<file path="src/rtl/muldiv.sv">
`default_nettype none
// ============================================================================
//  Module   : muldiv
//  Purpose  : Iterative radix-2 multiply/divide unit for the 8088 execution
//             stage. Handles MUL, IMUL, DIV and IDIV in byte and word forms.
//             Signed operations run on magnitudes; signs are restored in FIX.
//  Ports    : CLK, RESET_n (async, active low)
//             Start, Operation[1:0] (00 MUL, 01 IMUL, 10 DIV, 11 IDIV),
//             byteWord (1 = word), OpLo (AX), OpHi (DX), Src (r/m operand)
//             ResLo (new AX), ResHi (new DX), Busy, Done, DivError,
//             F_Carry, F_Overflow
//  Revision : 1.0  initial release
// ============================================================================
module muldiv (
    input  logic        CLK,
    input  logic        RESET_n,
    input  logic        Start,
    input  logic [1:0]  Operation,
    input  logic        byteWord,
    input  logic [15:0] OpLo,
    input  logic [15:0] OpHi,
    input  logic [15:0] Src,
    output logic [15:0] ResLo,
    output logic [15:0] ResHi,
    output logic        Busy,
    output logic        Done,
    output logic        DivError,
    output logic        F_Carry,
    output logic        F_Overflow
);

    typedef enum logic [2:0] {
        S_IDLE = 3'd0,
        S_PREP = 3'd1,
        S_ITER = 3'd2,
        S_FIX  = 3'd3,
        S_DONE = 3'd4
    } state_t;

    state_t      state, state_nx;

    // Captured request
    logic [1:0]  op;
    logic        bw;
    logic [15:0] lo_q, hi_q, src_q;

    // Datapath
    logic [15:0] a_mag;     // multiplicand magnitude / dividend low half
    logic [15:0] b_mag;     // multiplier / divisor magnitude
    logic [31:0] acc;       // product accumulator; [15:0] = partial remainder
    logic [15:0] quot;
    logic [3:0]  cnt;
    logic        neg_q;     // negate product / quotient in FIX
    logic        neg_r;     // negate remainder in FIX

    logic        is_signed, is_div, accept;
    assign is_signed = op[0];
    assign is_div    = op[1];
    assign accept    = Start && (state == S_IDLE || state == S_DONE);

    // ---------------- PREP: magnitudes and early divide check ----------------
    logic        src_neg, mcand_neg, dvd_neg, early_err;
    logic [15:0] src_mag, mcand_mag, dvd_hi_mag, dvd_lo_mag;
    logic [31:0] dvd_raw, dvd_mag;

    assign src_neg   = is_signed & (bw ? src_q[15] : src_q[7]);
    assign mcand_neg = is_signed & (bw ? lo_q[15]  : lo_q[7]);
    assign dvd_neg   = is_signed & (bw ? hi_q[15]  : lo_q[15]);

    assign src_mag   = bw ? (src_neg ? 16'd0 - src_q : src_q)
                          : {8'h00, (src_neg ? 8'd0 - src_q[7:0] : src_q[7:0])};
    assign mcand_mag = bw ? (mcand_neg ? 16'd0 - lo_q : lo_q)
                          : {8'h00, (mcand_neg ? 8'd0 - lo_q[7:0] : lo_q[7:0])};

    // Byte dividend is all of AX; only the low 16 bits of its magnitude matter.
    assign dvd_raw    = bw ? {hi_q, lo_q} : {16'h0000, lo_q};
    assign dvd_mag    = dvd_neg ? 32'd0 - dvd_raw : dvd_raw;
    assign dvd_hi_mag = bw ? dvd_mag[31:16] : {8'h00, dvd_mag[15:8]};
    assign dvd_lo_mag = bw ? dvd_mag[15:0]  : {8'h00, dvd_mag[7:0]};

    // A high half at or above the divisor means the quotient needs > N bits.
    assign early_err  = (src_mag == 16'd0) || (dvd_hi_mag >= src_mag);

    // ---------------- ITER: one bit per cycle, MSB first ----------------
    logic [16:0] div_trial, div_diff;
    logic        div_fits;
    logic [31:0] mul_add;

    assign div_trial = {acc[15:0], a_mag[cnt]};
    assign div_fits  = div_trial >= {1'b0, b_mag};
    assign div_diff  = div_trial - {1'b0, b_mag};
    assign mul_add   = b_mag[cnt] ? {16'h0000, a_mag} : 32'h0000_0000;

    // ---------------- FIX: sign restore, flags, range check ----------------
    logic [31:0] prod_s;
    logic [15:0] quot_s, rem_s;
    logic        mul_flag, quot_ovf;

    assign prod_s = neg_q ? 32'd0 - acc : acc;
    assign quot_s = neg_q ? 16'd0 - quot : quot;
    assign rem_s  = neg_r ? 16'd0 - acc[15:0] : acc[15:0];

    always_comb begin
        mul_flag = 1'b0;
        if (bw)
            mul_flag = is_signed ? (prod_s[31:16] != {16{prod_s[15]}})
                                 : (prod_s[31:16] != 16'h0000);
        else
            mul_flag = is_signed ? (prod_s[15:8] != {8{prod_s[7]}})
                                 : (prod_s[15:8] != 8'h00);
    end

    // Magnitude must stay below 2^(N-1); this also rejects -2^(N-1).
    assign quot_ovf = is_signed & (bw ? quot[15] : quot[7]);

    // ---------------- FSM ----------------
    always_ff @(posedge CLK or negedge RESET_n) begin
        if (!RESET_n) state <= S_IDLE;
        else          state <= state_nx;
    end

    always_comb begin
        state_nx = state;
        Busy     = 1'b0;
        Done     = 1'b0;
        case (state)
            S_IDLE: if (Start) state_nx = S_PREP;
            S_PREP: begin
                Busy     = 1'b1;
                state_nx = (is_div && early_err) ? S_DONE : S_ITER;
            end
            S_ITER: begin
                Busy = 1'b1;
                if (cnt == 4'd0) state_nx = S_FIX;
            end
            S_FIX: begin
                Busy     = 1'b1;
                state_nx = S_DONE;
            end
            S_DONE: begin
                Done     = 1'b1;
                state_nx = Start ? S_PREP : S_IDLE;
            end
            default: state_nx = S_IDLE;
        endcase
    end

    // ---------------- Datapath and result registers ----------------
    always_ff @(posedge CLK or negedge RESET_n) begin
        if (!RESET_n) begin
            op <= 2'b00;  bw <= 1'b0;
            lo_q <= 16'h0; hi_q <= 16'h0; src_q <= 16'h0;
            a_mag <= 16'h0; b_mag <= 16'h0; acc <= 32'h0; quot <= 16'h0;
            cnt <= 4'd0; neg_q <= 1'b0; neg_r <= 1'b0;
            ResLo <= 16'h0; ResHi <= 16'h0;
            DivError <= 1'b0; F_Carry <= 1'b0; F_Overflow <= 1'b0;
        end else begin
            if (accept) begin
                op <= Operation; bw <= byteWord;
                lo_q <= OpLo; hi_q <= OpHi; src_q <= Src;
            end
            case (state)
                S_PREP: begin
                    b_mag <= src_mag;
                    quot  <= 16'h0;
                    cnt   <= bw ? 4'd15 : 4'd7;
                    if (is_div) begin
                        a_mag <= dvd_lo_mag;
                        acc   <= {16'h0000, dvd_hi_mag};
                        neg_q <= dvd_neg ^ src_neg;
                        neg_r <= dvd_neg;
                        if (early_err) begin
                            ResLo <= lo_q; ResHi <= hi_q;
                            DivError <= 1'b1; F_Carry <= 1'b0; F_Overflow <= 1'b0;
                        end
                    end else begin
                        a_mag <= mcand_mag;
                        acc   <= 32'h0;
                        neg_q <= mcand_neg ^ src_neg;
                        neg_r <= 1'b0;
                    end
                end
                S_ITER: begin
                    cnt <= cnt - 4'd1;
                    if (is_div) begin
                        acc[15:0] <= div_fits ? div_diff[15:0] : div_trial[15:0];
                        quot      <= {quot[14:0], div_fits};
                    end else begin
                        acc <= {acc[30:0], 1'b0} + mul_add;
                    end
                end
                S_FIX: begin
                    if (!is_div) begin
                        ResLo      <= prod_s[15:0];
                        ResHi      <= bw ? prod_s[31:16] : hi_q;
                        DivError   <= 1'b0;
                        F_Carry    <= mul_flag;
                        F_Overflow <= mul_flag;
                    end else if (quot_ovf) begin
                        ResLo <= lo_q; ResHi <= hi_q;
                        DivError <= 1'b1; F_Carry <= 1'b0; F_Overflow <= 1'b0;
                    end else begin
                        ResLo      <= bw ? quot_s : {rem_s[7:0], quot_s[7:0]};
                        ResHi      <= bw ? rem_s : hi_q;
                        DivError   <= 1'b0;
                        F_Carry    <= 1'b0;
                        F_Overflow <= 1'b0;
                    end
                end
                default: ;
            endcase
        end
    end

endmodule
`default_nettype wire

</file>
<file path="config.mk">
export PLATFORM = sky130hd
export DESIGN_NAME = muldiv
export DESIGN_NICKNAME = d
export VERILOG_FILES = /design/src/rtl/muldiv.sv
export SDC_FILE = /design/constraint.sdc
export NUM_CORES = 1
export LEC_CHECK = 0
export ABC_AREA = 1
export CAP_MARGIN = 20
export CORE_UTILIZATION = 66
export DETAILED_ROUTE_END_ITERATION = 10
export PLACE_DENSITY = 0.91
export SETUP_SLACK_MARGIN = 0.02
export SLEW_MARGIN = 20
export SYNTH_ARGS = -nofsm -noshare
export SYNTH_HDL_FRONTEND = slang
export SYNTH_SLANG_ARGS = --single-unit
</file>
<file path="constraint.sdc">
create_clock -name CLK -period 7.7 [get_ports CLK]
set_input_delay 1.925 -clock CLK [delete_from_list [all_inputs] [get_ports CLK]]
set_output_delay 1.925 -clock CLK [all_outputs]
set_load 0.05 [all_outputs]
</file>
==> run summary <==
Commonest non-fill, non-tap cell in the layout: nand2_1
Vias: 16200
Ys async rst share: 100%
Pre-CTS WS: 3.13 ns
Least-Margin Pin Slew: 1.05 ns
Post-route ant nets: 0
Avg Cell Area, Syn: 6.47 um^2
WL per Instance: 20.9 um
Final setup fails: 0
Critical path type: reg2reg
Top cells by area, synth: dfrtp_1 31%, nand2_1 15%, nor2_1 6.9%
Post-Syn Nets: 2294
Root Buffer: clkbuf_16
Clk buf depth: 2
Minimum clock period: 4.79 ns
Mapped Area: 14100 um^2
# nets final: 2327
FF/Latch Area: 4350 um^2
CP max FO: 35
CTS tree: built
CTS Hold Bufs: 0
Status: complete, no violations
Detailed Place HPWL: 39100 um
Post-synth EDFFs: 0
Most frequent cells in the layout: 547 x nand2_1, 259 x nor2_1, 218 x inv_1
Final Skew: 0.0181 ns
Top_reg_cell synth: dfrtp_1
Final Non-Filler Cells: 2508
DRC: 0
Global route overflow: 0
RSZ-0062 raised after global routing: false
Final setup margin: 2.91 ns
Die Footprint: 22000 um^2
Final instance area: 15800 um^2
Fmax: 0.209 GHz
Layout cells sized above 1: 4.48%
Startpoint Class: flip-flop
Vias per std cell: 6.45
Max-cap violations: 0
I/O Pins: 91
Synth-to-Final Area Change: 11.6%
Cts bufs inserted: 17
Clk sinks: 174
DP Area: 15100 um^2
Worst min path class: reg2reg
Cell taking the most area after synthesis: dfrtp_1
Vias in the first global route: 14700
Initial DRT Pass Iterations: 7
Post-CTS Resized: 0
Starting Density: 67.3%
Core area: 21000 um^2
Synth top area share: 30.8%
Post-CTS setup buffers: 0
Number of I/O port buffers: 90
# rows: 53
H-Tree Depth: 4
Multi-input gate area: 8480 um^2
Fillers: 1702
Endpoint class of the critical path: flip-flop
1st-iter DRT viols: 2478
Synth Instances: 2186
Clk slew on worst S/H paths: 0.08 ns
Setup TNS: 0 ns
GP Congestion: 1.11
Max-slew headroom at the worst pin: 29.2%
Cell variety after synth: 54
Clk_lat worst skew: 0.45 ns
Post-synthesis register bit count: 174
DRT Wirelength: 52300 um
Placed Instances: 2474
Post-synthesis sequential area ratio: 30.8%
YS warnings: 0
Initial antenna violation count: 3
Largest net degree at the start of global routing: 108
GRT Resource Usage Total: 47.8%
Die Span X: 148 um
Period Utilization, post-route: 62.3%
Die Y-Extent: 148 um
Slew Limit Fails: 0
Fin. Hold Viols: 0
Critical Path RT: 8.04 ns
Arr. time, crit path: 5.13 ns
First-pass GRT wire length: 79900 um
==> flip-flops by register name, summed over array words and instances, names as in the netlist <==
| register | flops |
|---|---|
| lo_q | 16 |
| a_mag | 16 |
| quot | 16 |
| F_Overflow | 1 |
| op | 2 |
| DivError | 1 |
| bw | 1 |
| b_mag | 16 |
| state | 3 |
| acc | 32 |
| ResLo | 16 |
| neg_q | 1 |
| cnt | 4 |
| hi_q | 16 |
| src_q | 16 |
| ResHi | 16 |
| neg_r | 1 |
==> per-stage QoR <==
step | util (%) | hold WS (ns)
6_report | 75.1 | 0.496
5_1_grt | 75.1 | 0.500
4_1_cts | 74.9 | 0.492
3_5_place_dp | 71.9 | 0.473
3_3_place_gp | 71.9 | 0.469
2_1_floorplan | - | 0.453
==> layer usage <==
metal	up-vias	GRT usage [%]	wire length, um
li1	7296	-	-
met4	2	22.7	2830
met5	-	0	13
met2	1287	69.6	21700
met1	7343	63.0	19700
met3	253	17.3	8050
==> cells by family after synthesis <==
logic type,share of synthesized area [%]
AND/OR/NAND/NOR,30.8
AO/OA/AOI/OAI,19.7
buffers and inverters,9.33
flip-flops,30.8
XOR/XNOR,4.02
adder cells (fa/ha/maj),4.88
multiplexers,0.469
==> worst max-delay path, stage by stage, from the launching register on <==
cell      delay [ns]
dfrtp_1         0.68
buf_4           0.46
a21oi_1         0.14
o21ai_1         0.09
buf_4           0.24
inv_2           0.19
nand2_1         0.22
xor2_1          0.31
nand2_1         0.12
and2_1          0.19
ha_1            0.31
inv_1           0.08
nor3_1          0.06
nand2_1         0.06
o311ai_0        0.11
nand2_1         0.08
nand2_1         0.05
a31oi_1         0.17
nand2_2         0.16
nand2_4         0.35
nand2_4         0.31
nand2_1         0.16
nand2_1         0.08
==> cells in the mapped netlist (10+ instances only) <==
library cell and n:
nand2_1 548, nand4_1 23, o21ai_0 164, nor3_1 24
xor2_1 53, ha_1 52, nand3b_1 10, buf_1 16
o22ai_1 38, inv_1 218, inv_2 22, o211ai_1 24
o21ai_1 31, clkbuf_1 56, xnor2_1 10, buf_2 14
a31oi_1 16, a21oi_1 193, nor2_1 261, nand3_1 146
dfrtp_1 174
==> worst paths after layout <==
path	from	to	slack (ns)	cells after the start
max in group asynchronous	RESET_n	lo_q[13]$_DFFE_PN0P_	4.90	2
min reg2reg	b_mag[14]$_DFFE_PN0P_	b_mag[14]$_DFFE_PN0P_	0.50	2
max	bw$_DFFE_PN0P_	ResHi[5]$_DFFE_PN0P_	2.91	22
min in group asynchronous	RESET_n	acc[9]$_DFFE_PN0P_	1.42	1
min	b_mag[14]$_DFFE_PN0P_	b_mag[14]$_DFFE_PN0P_	0.50	2
max reg2reg	bw$_DFFE_PN0P_	ResHi[5]$_DFFE_PN0P_	2.91	22
==> area by class of cell <==
type	count	area share [%]
flip-flops and latches	174	27.6
clock inverters	15	1.36
well taps	275	2.18
inverters	245	5.83
clock buffers	17	2.69
repair buffers	106	6.60
multi-input cells	1675	53.7
diodes	1	0.0159
Power is left out: the tool's default activity adds up to more than one toggle a clock period on the data nets, which glitch-free logic cannot reach.
